File: src/rtl/ubm_pkg.sv
// Shared codes and FSM state type for the UART bus master.
package ubm_pkg;

   localparam logic [7:0] CMD_WR = 8'h57;
   localparam logic [7:0] CMD_RD = 8'h52;
   localparam logic [7:0] RSP_OK  = 8'h4B;
   localparam logic [7:0] RSP_ERR = 8'h3F;
   localparam logic [7:0] RSP_TO  = 8'h54;

   typedef enum logic [2:0] {IDLE, ADDR, DATA, BUS, RESP} state_t;

endpackage

File: src/rtl/ubm_timeout.sv
// Bus wait counter: flags expiry when a stalled request reaches TIMEOUT_CYCLES-1.
module ubm_timeout #(
   parameter int unsigned TIMEOUT_CYCLES = 1024
) (
   input  logic clk,
   input  logic resetn,
   input  logic clr,
   input  logic run,
   output logic expired
);

   localparam int unsigned W = (TIMEOUT_CYCLES > 1) ? $clog2(TIMEOUT_CYCLES) : 1;

   logic [W-1:0] count;

   always_ff @(posedge clk) begin
      if (!resetn || clr)
         count <= '0;
      else if (run && !expired)
         count <= count + W'(1);
   end

   assign expired = run && (count == W'(TIMEOUT_CYCLES - 1));

endmodule

File: src/rtl/uart_bus_master.sv
// UART byte stream to picorv32 native bus initiator (peek/poke, program load).
// Optional bus timeout with 'T' response when UBM_TIMEOUT_EN is defined.
module uart_bus_master
   import ubm_pkg::*;
#(
   parameter int unsigned TIMEOUT_CYCLES = 1024
) (
   input  logic        clk,
   input  logic        resetn,
   input  logic [7:0]  rx_data,
   input  logic        rx_valid,
   output logic [7:0]  tx_data,
   output logic        tx_valid,
   input  logic        tx_ready,
   output logic        mem_valid,
   output logic        mem_instr,
   input  logic        mem_ready,
   output logic [31:0] mem_addr,
   output logic [31:0] mem_wdata,
   output logic [3:0]  mem_wstrb,
   input  logic [31:0] mem_rdata,
   output logic        busy
);

   state_t      state, state_next;
   logic [1:0]  cnt;
   logic [7:0]  cmd;
   logic [29:0] addr_q;
   logic [31:0] wdata;
   logic [31:0] tx_shift;
   logic [1:0]  rsp_last;
   logic        advance;
   logic        expired;

`ifdef UBM_TIMEOUT_EN
   ubm_timeout #(.TIMEOUT_CYCLES(TIMEOUT_CYCLES)) u_timeout (
      .clk     (clk),
      .resetn  (resetn),
      .clr     (state != BUS),
      .run     (mem_valid && !mem_ready),
      .expired (expired)
   );
`else
   logic unused_timeout;
   assign unused_timeout = (TIMEOUT_CYCLES == 0);
   assign expired = 1'b0;
`endif

   always_comb begin
      state_next = state;
      advance    = 1'b0;
      case (state)
         IDLE: if (rx_valid)
            state_next = (rx_data == CMD_WR || rx_data == CMD_RD) ? ADDR : RESP;
         ADDR: begin
            advance = rx_valid;
            if (rx_valid && cnt == 2'd3)
               state_next = (cmd == CMD_WR) ? DATA : BUS;
         end
         DATA: begin
            advance = rx_valid;
            if (rx_valid && cnt == 2'd3)
               state_next = BUS;
         end
         BUS: if (mem_ready || expired)
            state_next = RESP;
         RESP: begin
            advance = tx_ready;
            if (tx_ready && cnt == rsp_last)
               state_next = IDLE;
         end
         default: state_next = IDLE;
      endcase
   end

   always_ff @(posedge clk) begin
      if (!resetn) begin
         state    <= IDLE;
         cnt      <= '0;
         cmd      <= '0;
         addr_q   <= '0;
         wdata    <= '0;
         tx_shift <= '0;
         rsp_last <= '0;
      end else begin
         state <= state_next;
         if (state_next != state)
            cnt <= '0;
         else if (advance)
            cnt <= cnt + 2'd1;
         case (state)
            IDLE: if (rx_valid) begin
               cmd      <= rx_data;
               tx_shift <= {24'h0, RSP_ERR};
               rsp_last <= 2'd0;
            end
            // addr_q holds addr[31:2]; the two low bits of byte 0 shift out
            ADDR: if (rx_valid) addr_q <= {rx_data, addr_q[29:8]};
            DATA: if (rx_valid) wdata <= {rx_data, wdata[31:8]};
            BUS: begin
               if (mem_ready) begin
                  tx_shift <= (cmd == CMD_WR) ? {24'h0, RSP_OK} : mem_rdata;
                  rsp_last <= (cmd == CMD_WR) ? 2'd0 : 2'd3;
               end else if (expired) begin
                  tx_shift <= {24'h0, RSP_TO};
                  rsp_last <= 2'd0;
               end
            end
            RESP: if (tx_ready) tx_shift <= {8'h00, tx_shift[31:8]};
            default: ;
         endcase
      end
   end

   assign mem_valid = (state == BUS);
   assign mem_instr = 1'b0;
   assign mem_addr  = {addr_q, 2'b00};
   assign mem_wdata = wdata;
   assign mem_wstrb = (state == BUS && cmd == CMD_WR) ? 4'hF : 4'h0;
   assign tx_valid  = (state == RESP);
   assign tx_data   = (state == RESP) ? tx_shift[7:0] : 8'h00;
   assign busy      = (state != IDLE);

endmodule

File: config.mk
export PLATFORM = sky130hd
export DESIGN_NAME = uart_bus_master
export DESIGN_NICKNAME = d
export VERILOG_FILES = /design/src/rtl/ubm_pkg.sv /design/src/rtl/ubm_timeout.sv /design/src/rtl/uart_bus_master.sv
export SDC_FILE = /design/constraint.sdc
export NUM_CORES = 1
export LEC_CHECK = 0
export BUFFER_PORTS_ARGS = -buffer_cell sky130_fd_sc_hd__buf_2
export CORE_MARGIN = 1.5
export CORE_UTILIZATION = 52
export DETAILED_ROUTE_END_ITERATION = 7
export PLACE_DENSITY = 0.78
export SLEW_MARGIN = 40
export SYNTH_ARGS = -nofsm -noshare
export SYNTH_HDL_FRONTEND = slang
export SYNTH_SLANG_ARGS = --single-unit
export TNS_END_PERCENT = 10
File: constraint.sdc
create_clock -name clk -period 2.05 [get_ports clk]
set_clock_uncertainty 0.15 [all_clocks]
set_input_delay 0.3075 -clock clk [delete_from_list [all_inputs] [get_ports clk]]
set_output_delay 0.3075 -clock clk [all_outputs]
set_load 0.01 [all_outputs]
==> results by group, run 1 <==
Logic synthesis
  – Post-synthesis sequential area ratio: roughly 47%
  – Top post-synthesis cells by area: dfxtp_1 47%, nand2_1 12%, a21boi_0 10%
  – Synthesized area: between 4000 and 5000 sq um
  – Predominant post-synthesis flop cell: dfxtp_1
  – Async SR Flop Fraction: 0%
  – Yosys reg bits: around 110
  – Post-synth top area share: 46.59%
  – Post-Syn Area per Cell: about 9 sq um
  – Number of flops mapped to enable cells by yosys: 0
  – Post-Synthesis Cells: about 520
  – Synth unique cells: 53
  – Warnings from Yosys: 0
  – Synth area leader: dfxtp_1

Route
  – DR WL met2: ~5.4 mm
  – WL/cell: between 10 and 15 microns
  – Pre-antenna DRT Iters: 4
  – DRC viols: 0
  – Initial DRC count: 189
  – Top Layer Used: met4
  – Antenna-violating nets left: 0
  – Metal1 wirelength: around 4.8 mm
  – Via Count: between 3000 and 4000
  – Post-Route WL: 11.06 mm
  – Vias per cell: around 5.4
  – DR WL met3: a little over 700 microns

Worst setup path
  – CP Max Fanout: 17
  – Crit. End Element: output pin
  – Crit-path max cell delay: around 350 ps
  – Cell Chain, Critical Path: buf_6 -> nor3b_4 -> buf_12 -> and2_4 -> buf_2
  – Critical path depth: 5
  – CP max stage cell: dfxtp_2
  – Arrival time at the worst endpoint: between 1500 and 2000 ps
  – CP bufs+invs: 3
  – Crit-path leading delay family: buffers and inverters
  – WP data required: ~1600 ps
  – FF-to-FF path depth: 6
  – Kind of critical path: flip-flop to output pin
  – CP Launch Type: flip-flop

Placed design
  – Port Buffers: 121
  – DP HPWL: between 7 and 8 mm
  – Placed insts: roughly 700
  – Gp weighted congestion: roughly 0.9

Clock network
  – TritonCTS Buffers: 9
  – Clock Path Buffers: 2
  – Skew-Pair Late Insertion Delay: about 360 ps
  – CTS tree: done
  – CTS Root Cell: clkbuf_8
  – H-tree level count: 3
  – CTS clk-pin slew, worst paths: between 100 and 150 ps
  – CTS sink count: around 110

Power
  – Maximum VDD drop: 564.9 uV
  – Clock power frac: a little under two fifths
  – Sequential share of power: between 50% and 60%
  – Switching Share: a little under a quarter
  – PD cells: 694.0 nW/um^2
  – Int Pwr: 2990 uW
  – Leakage power: between 0.002 and 0.0025 uW
  – P_sw: between 800 and 900 uW
  – Combinational Power Share: between 7 and 8%

Timing
  – Final Max Slew Viols: 0
  – Final setup TNS: 0 ps
  – Post-route minimum period: around 2000 ps
  – Final Hold Viols: 0
  – Final hold slack: 48.66 ps
  – Final Cycle Share: between 90% and 100%
  – RSZ-0062 raised after global routing: false
  – Worst-Margin Slew: 526.9 ps
  – Finish-stage setup viols: 0
  – Slew HR: between 60% and 70%
  – Peak Freq: 507.4 MHz

Floorplan
  – FP Rows: 34
  – I/O Pins: 125
  – Die footprint: 9500 sq um
  – Die H: approximately 97 microns
  – Initial Utilization: 53.47%
  – Area of the core: 8678 sq um
  – Die width: a little under 100 microns

GRT
  – First-pass GRT wire length: ~18 mm
  – Gr ovfl total: 0
  – Initial antenna violation count: 0
  – Number of global-route vias before repair: ~3800
  – Largest net degree at the start of global routing: 60
  – GRT Util Overall: 23.01%

Final layout
  – Fin util: roughly 65%
  – Nets: around 670
  – Post-Layout Cell Count: roughly 740
  – Fill cell count: approximately 800
  – Antenna diodes: 0
  – Ratio of cells with drive above 1 in the final layout: roughly 29%
  – Layout overhead on the synthesized area: 20.76%

Job
  – Number of max-cap violations: 0

Status
  – Status: finished, final reports clean

Worst hold path
  – Hold Path Stages: 3
  – Worst Hold Class: primary input to flip-flop
-- cell type report --
class                   count  area, sq um  area share [%]
flip-flops and latches    108         2163           38.60
multi-input cells         363         2233           39.85
inverters                   3        11.26          0.2009
repair buffers            141        829.5           14.80
clock buffers              10        137.6           2.456
well taps                 108        135.1           2.411
clock inverters             6        93.84           1.674
-- cells in the mapped netlist (all sizes together), types with 4 or more instances --
library cell    n
dfxtp         108
and3            4
a221oi          6
clkbuf         22
nor2           14
nand2         152
buf            28
nand3          11
o21ai           6
nor3b           4
and2            9
a21boi         78
o2bb2ai        17
a22oi          18
-- tightest hold or removal path, delay by kind of cell --
kind            cells  cell delay, ps
buf+inv             1             100
simple gates        1              60
compound gates      1              50
-- through the flow --
| step | power [uW] | instance area (sq um) | worst slack [ps] |
|---|---|---|---|
| final | 3889 | 5604 | 79.13 |
| after global routing | 4030 | 5604 | 4.001 |
| after CTS | 3914 | 5587 | 15.51 |
| after detailed placement | 2450 | 5271 | 36.96 |
| after floorplan | 2364 | 4648 | 241.0 |
| after global placement | 2445 | 5271 | 58.38 |
-- flip-flops by register name, indices dropped and copies added, names as in the netlist --
register	flops
addr_q	30
cmd	8
cnt	2
mem_wdata	32
rsp_last	1
state	3
tx_shift	32
-- worst paths after layout --
kind / slack [ps] / start / to
setup / recovery: 80 / state[0]$_SDFF_PN0_ / tx_data[7]
hold reg to reg: 310 / tx_shift[29]$_SDFFE_PN0P_ / tx_shift[29]$_SDFFE_PN0P_
hold / removal: 50 / mem_rdata[31] / tx_shift[31]$_SDFFE_PN0P_
setup reg to reg: 170 / state[1]$_SDFF_PN0_ / tx_shift[13]$_SDFFE_PN0P_
-- per-layer routing --
layer  track usage, %  vias up
met3            5.108       12
met5                0        -
li1                 -     1991
met1            29.28     1839
met4            6.264        0
met2            39.37      135
-- kinds of logic (layout without fill, tap and decap cells) --
logic type	Yosys count	count (layout)	synth area share, %
and+or+nand+nor	216	216	21.62
AOI/OAI and AO/OA	139	139	24.32
DFF	108	108	46.59
buffers and inverters	53	160	6.336
xor gates and xnor gates	3	3	0.5663
adders and majority gates	1	1	0.2696
other	1	3	0.08081
muxes	1	1	0.2157
-- layout by cell type, fill, tap and decap left out, types with 3 or more instances in the layout --
master / count
nand3_1: 11
conb_1: 3
and2_1: 7
a21boi_1: 14
o2bb2ai_1: 7
a21boi_0: 64
nand2_1: 152
a221oi_1: 6
nand4b_1: 3
nor4bb_1: 3
buf_12: 3
nor2b_1: 3
a22oi_1: 18
buf_2: 121
and3_1: 4
dfxtp_1: 107
nor2_1: 13
buf_4: 14
clkbuf_8: 10
o2bb2ai_2: 10
inv_6: 3
o21ai_1: 5
-- power by group through the flow --
stage	clock network [uW]	logic, uW	registers (uW)
6_report	1460	290	2140
5_1_grt	1570	316	2140
4_1_cts	1490	287	2140
3_5_place_dp	0	266	2180
3_3_place_gp	0	262	2180
2_1_floorplan	0	185	2180
-- what timing repair did --
action                                  CTS  global route
endpoints found under the setup margin   12            26
buffers inserted                          2             0
pin swaps                                 1             1
gates cloned                              1             0
hold buffers                              0             0
gates resized for setup                   7             6
(Power assumes the default switching activity.)
==> run 2: changes to the inputs <==
Settings changed: SETUP_SLACK_MARGIN from default to 0.4.
==> results by group, run 2 (synthesis gave the netlist of run 1 again) <==
Worst setup path
  – CP Max Fanout: 4 (-13)
  – Crit. End Element: output pin
  – Kind of critical path: flip-flop to output pin
  – FF-to-FF path depth: 6 (unchanged)
  – WP data required: 1590 ps (about the same)
  – Origin of the critical flop-to-flop path: state[0]$_SDFF_PN0_
  – Crit path from: cmd[7]$_SDFFE_PN0P_
  – Arrival time at the worst endpoint: 1500 ps (about the same)
  – CP Launch Type: flip-flop

GRT
  – Number of global-route vias before repair: 3935 (+2.8%)
  – Initial antenna violation count: 0 (unchanged)
  – First-pass GRT wire length: 18.53 mm (+2.7%)
  – GRT Util Overall: 23.63% (+0.62 points)
  – Gr ovfl total: 0 (unchanged)
  – Largest net degree at the start of global routing: 92 (+53%)

Route
  – WL/cell: 15.56 microns (+4.0%)
  – Vias per cell: 5.438 (+1.0%)
  – Initial DRC count: 228 (+21%)
  – DRC viols: 0 (unchanged)
  – Antenna-violating nets left: 0 (unchanged)
  – Pre-antenna DRT Iters: 5 (+1)
  – Via Count: 4100 (+3.1%)
  – Post-Route WL: 11.73 mm (+6.1%)

Final layout
  – Nets: 687 (+2.2%)
  – Fin util: 66.48% (+1.9 points)
  – Antenna diodes: 0 (unchanged)
  – Design Area, Final: 5769 sq um (+2.9%)
  – Ratio of cells with drive above 1 in the final layout: 33.28% (+4.8 points)
  – Multi-input gate area: 2340 sq um (+4.8%)
  – Fill cell count: 735 (-5.9%)
  – Layout overhead on the synthesized area: 24.32%
  – Register Area: 2173 sq um (+0.46%)
  – Most frequent cells in the layout: 151 x nand2_1, 123 x buf_2, 105 x dfxtp_1
  – Leading cell type in the layout, fill and taps excluded: nand2_1

Floorplan
  – I/O Pins: 125 (unchanged)
  – Area of the core: 8678 sq um (unchanged)
  – Die H: 97.47 microns (unchanged)
  – Initial Utilization: 53.47% (unchanged)
  – FP Rows: 34 (unchanged)
  – Die footprint: 9500 sq um (unchanged)
  – Die width: 97.47 microns (unchanged)

Placed design
  – Pre-CTS worst setup slack: -33.80 ps (-70.75 ps)
  – Cell Area, Placed: 5255 sq um (-0.31%)
  – Gp weighted congestion: 0.8160 (-7.5%)
  – Port Buffers: 121 (unchanged)
  – DP HPWL: 7.578 mm (-0.58%)

Timing
  – Final Max Slew Viols: 0 (unchanged)
  – Worst setup slack after layout: 90.04 ps (+10.91 ps)
  – Post-route minimum period: 1960 ps (-10.91 ps)
  – Peak Freq: 510.2 MHz (+0.56%)
  – Final Hold Viols: 0 (unchanged)
  – Final hold slack: 20.98 ps (-27.68 ps)
  – Finish-stage setup viols: 0 (unchanged)
  – Final setup TNS: 0 ps (unchanged)
  – Final Cycle Share: 95.61% (-0.53 points)
  – RSZ-0062 raised after global routing: true

Power
  – Maximum VDD drop: 354.7 uV (-37%)
  – P_sw: 927.6 uW (+3.1%)
  – Clock power frac: 33.4% (-4.2 points)
  – Switching Share: 25.27% (+2.2 points)
  – PD cells: 636.2 nW/um^2 (-8.3%)
  – Int Pwr: 2743 uW (-8.3%)
  – Combinational Power Share: 8.5% (+1.0 points)
  – Leakage power: 0.002309 uW (+2.8%)
  – Sequential share of power: 58.2% (+3.2 points)

Worst hold path
  – Hold Startpoint: mem_rdata[30]
  – Worst Hold Class: primary input to flip-flop
  – Hold Path Stages: 3 (unchanged)

Clock network
  – Skew-Pair Late Insertion Delay: 380 ps (+20 ps)
  – CTS clk-pin slew, worst paths: 110 ps (about the same)
  – H-tree level count: 3 (unchanged)
  – CTS sink count: 108 (unchanged)
  – Post-CTS Hold Buffers: 0 (unchanged)
  – TritonCTS Buffers: 9 (unchanged)
  – Clock Path Buffers: 2 (unchanged)
  – CTS Root Cell: clkbuf_8
  – CTS tree: done

Status
  – Status: finished, final reports clean

Job
  – Number of max-cap violations: 0 (unchanged)
run 2: power groups by stage:
stage          combinational, uW  sequential [uW]  clock [uW]
4_1_cts                      287             2130        1250
3_3_place_gp                 255             2190           0
6_report                     311             2140        1220
3_5_place_dp                 261             2190           0
2_1_floorplan                189             2180           0
5_1_grt                      337             2140        1320
run 2: per-layer routing:
layer | vias to the layer above | global-route usage [%] | wire [microns]
met4 | 0 | 9.121 | 208
met5 | - | 0 | 0
met3 | 19 | 4.892 | 685
met2 | 129 | 39.37 | 5813
li1 | 2022 | - | -
met1 | 1930 | 30.08 | 5026
run 2: through the flow:
stage | cells | power (uW)
2_1_floorplan | 524 | 2370
3_3_place_gp | 720 | 2441
3_5_place_dp | 720 | 2449
4_1_cts | 747 | 3667
5_1_grt | 754 | 3799
6_report | 754 | 3670
run 2: path summary, 6_finish.rpt:
check	to	slack (ps)
max reg2reg	tx_shift[0]$_SDFFE_PN0P_	200
max	mem_wstrb[2]	90
min reg2reg	addr_q[6]$_SDFFE_PN0P_	310
min	tx_shift[30]$_SDFFE_PN0P_	20
run 2: repair_timing:
action                     4_1_cts  5_1_grt
setup buffers                    9        4
setup endpoints to repair       90      120
gates cloned                     2        3
pin swaps                        5        5
gates resized for setup         14       34
run 2: worst max-delay path: stages (launching register included):
cell and delay, ps:
dfxtp_1 320, nand4b_1 250, or2_4 310, nor2_4 110, buf_2 140
run 2: cell type report:
type,count,area share [%]
clock inverters,6,0.8024
inverters,3,0.1952
repair buffers,155,16.05
well taps,108,2.342
multi-input cells,364,40.56
flip-flops and latches,108,37.67
clock buffers,10,2.386
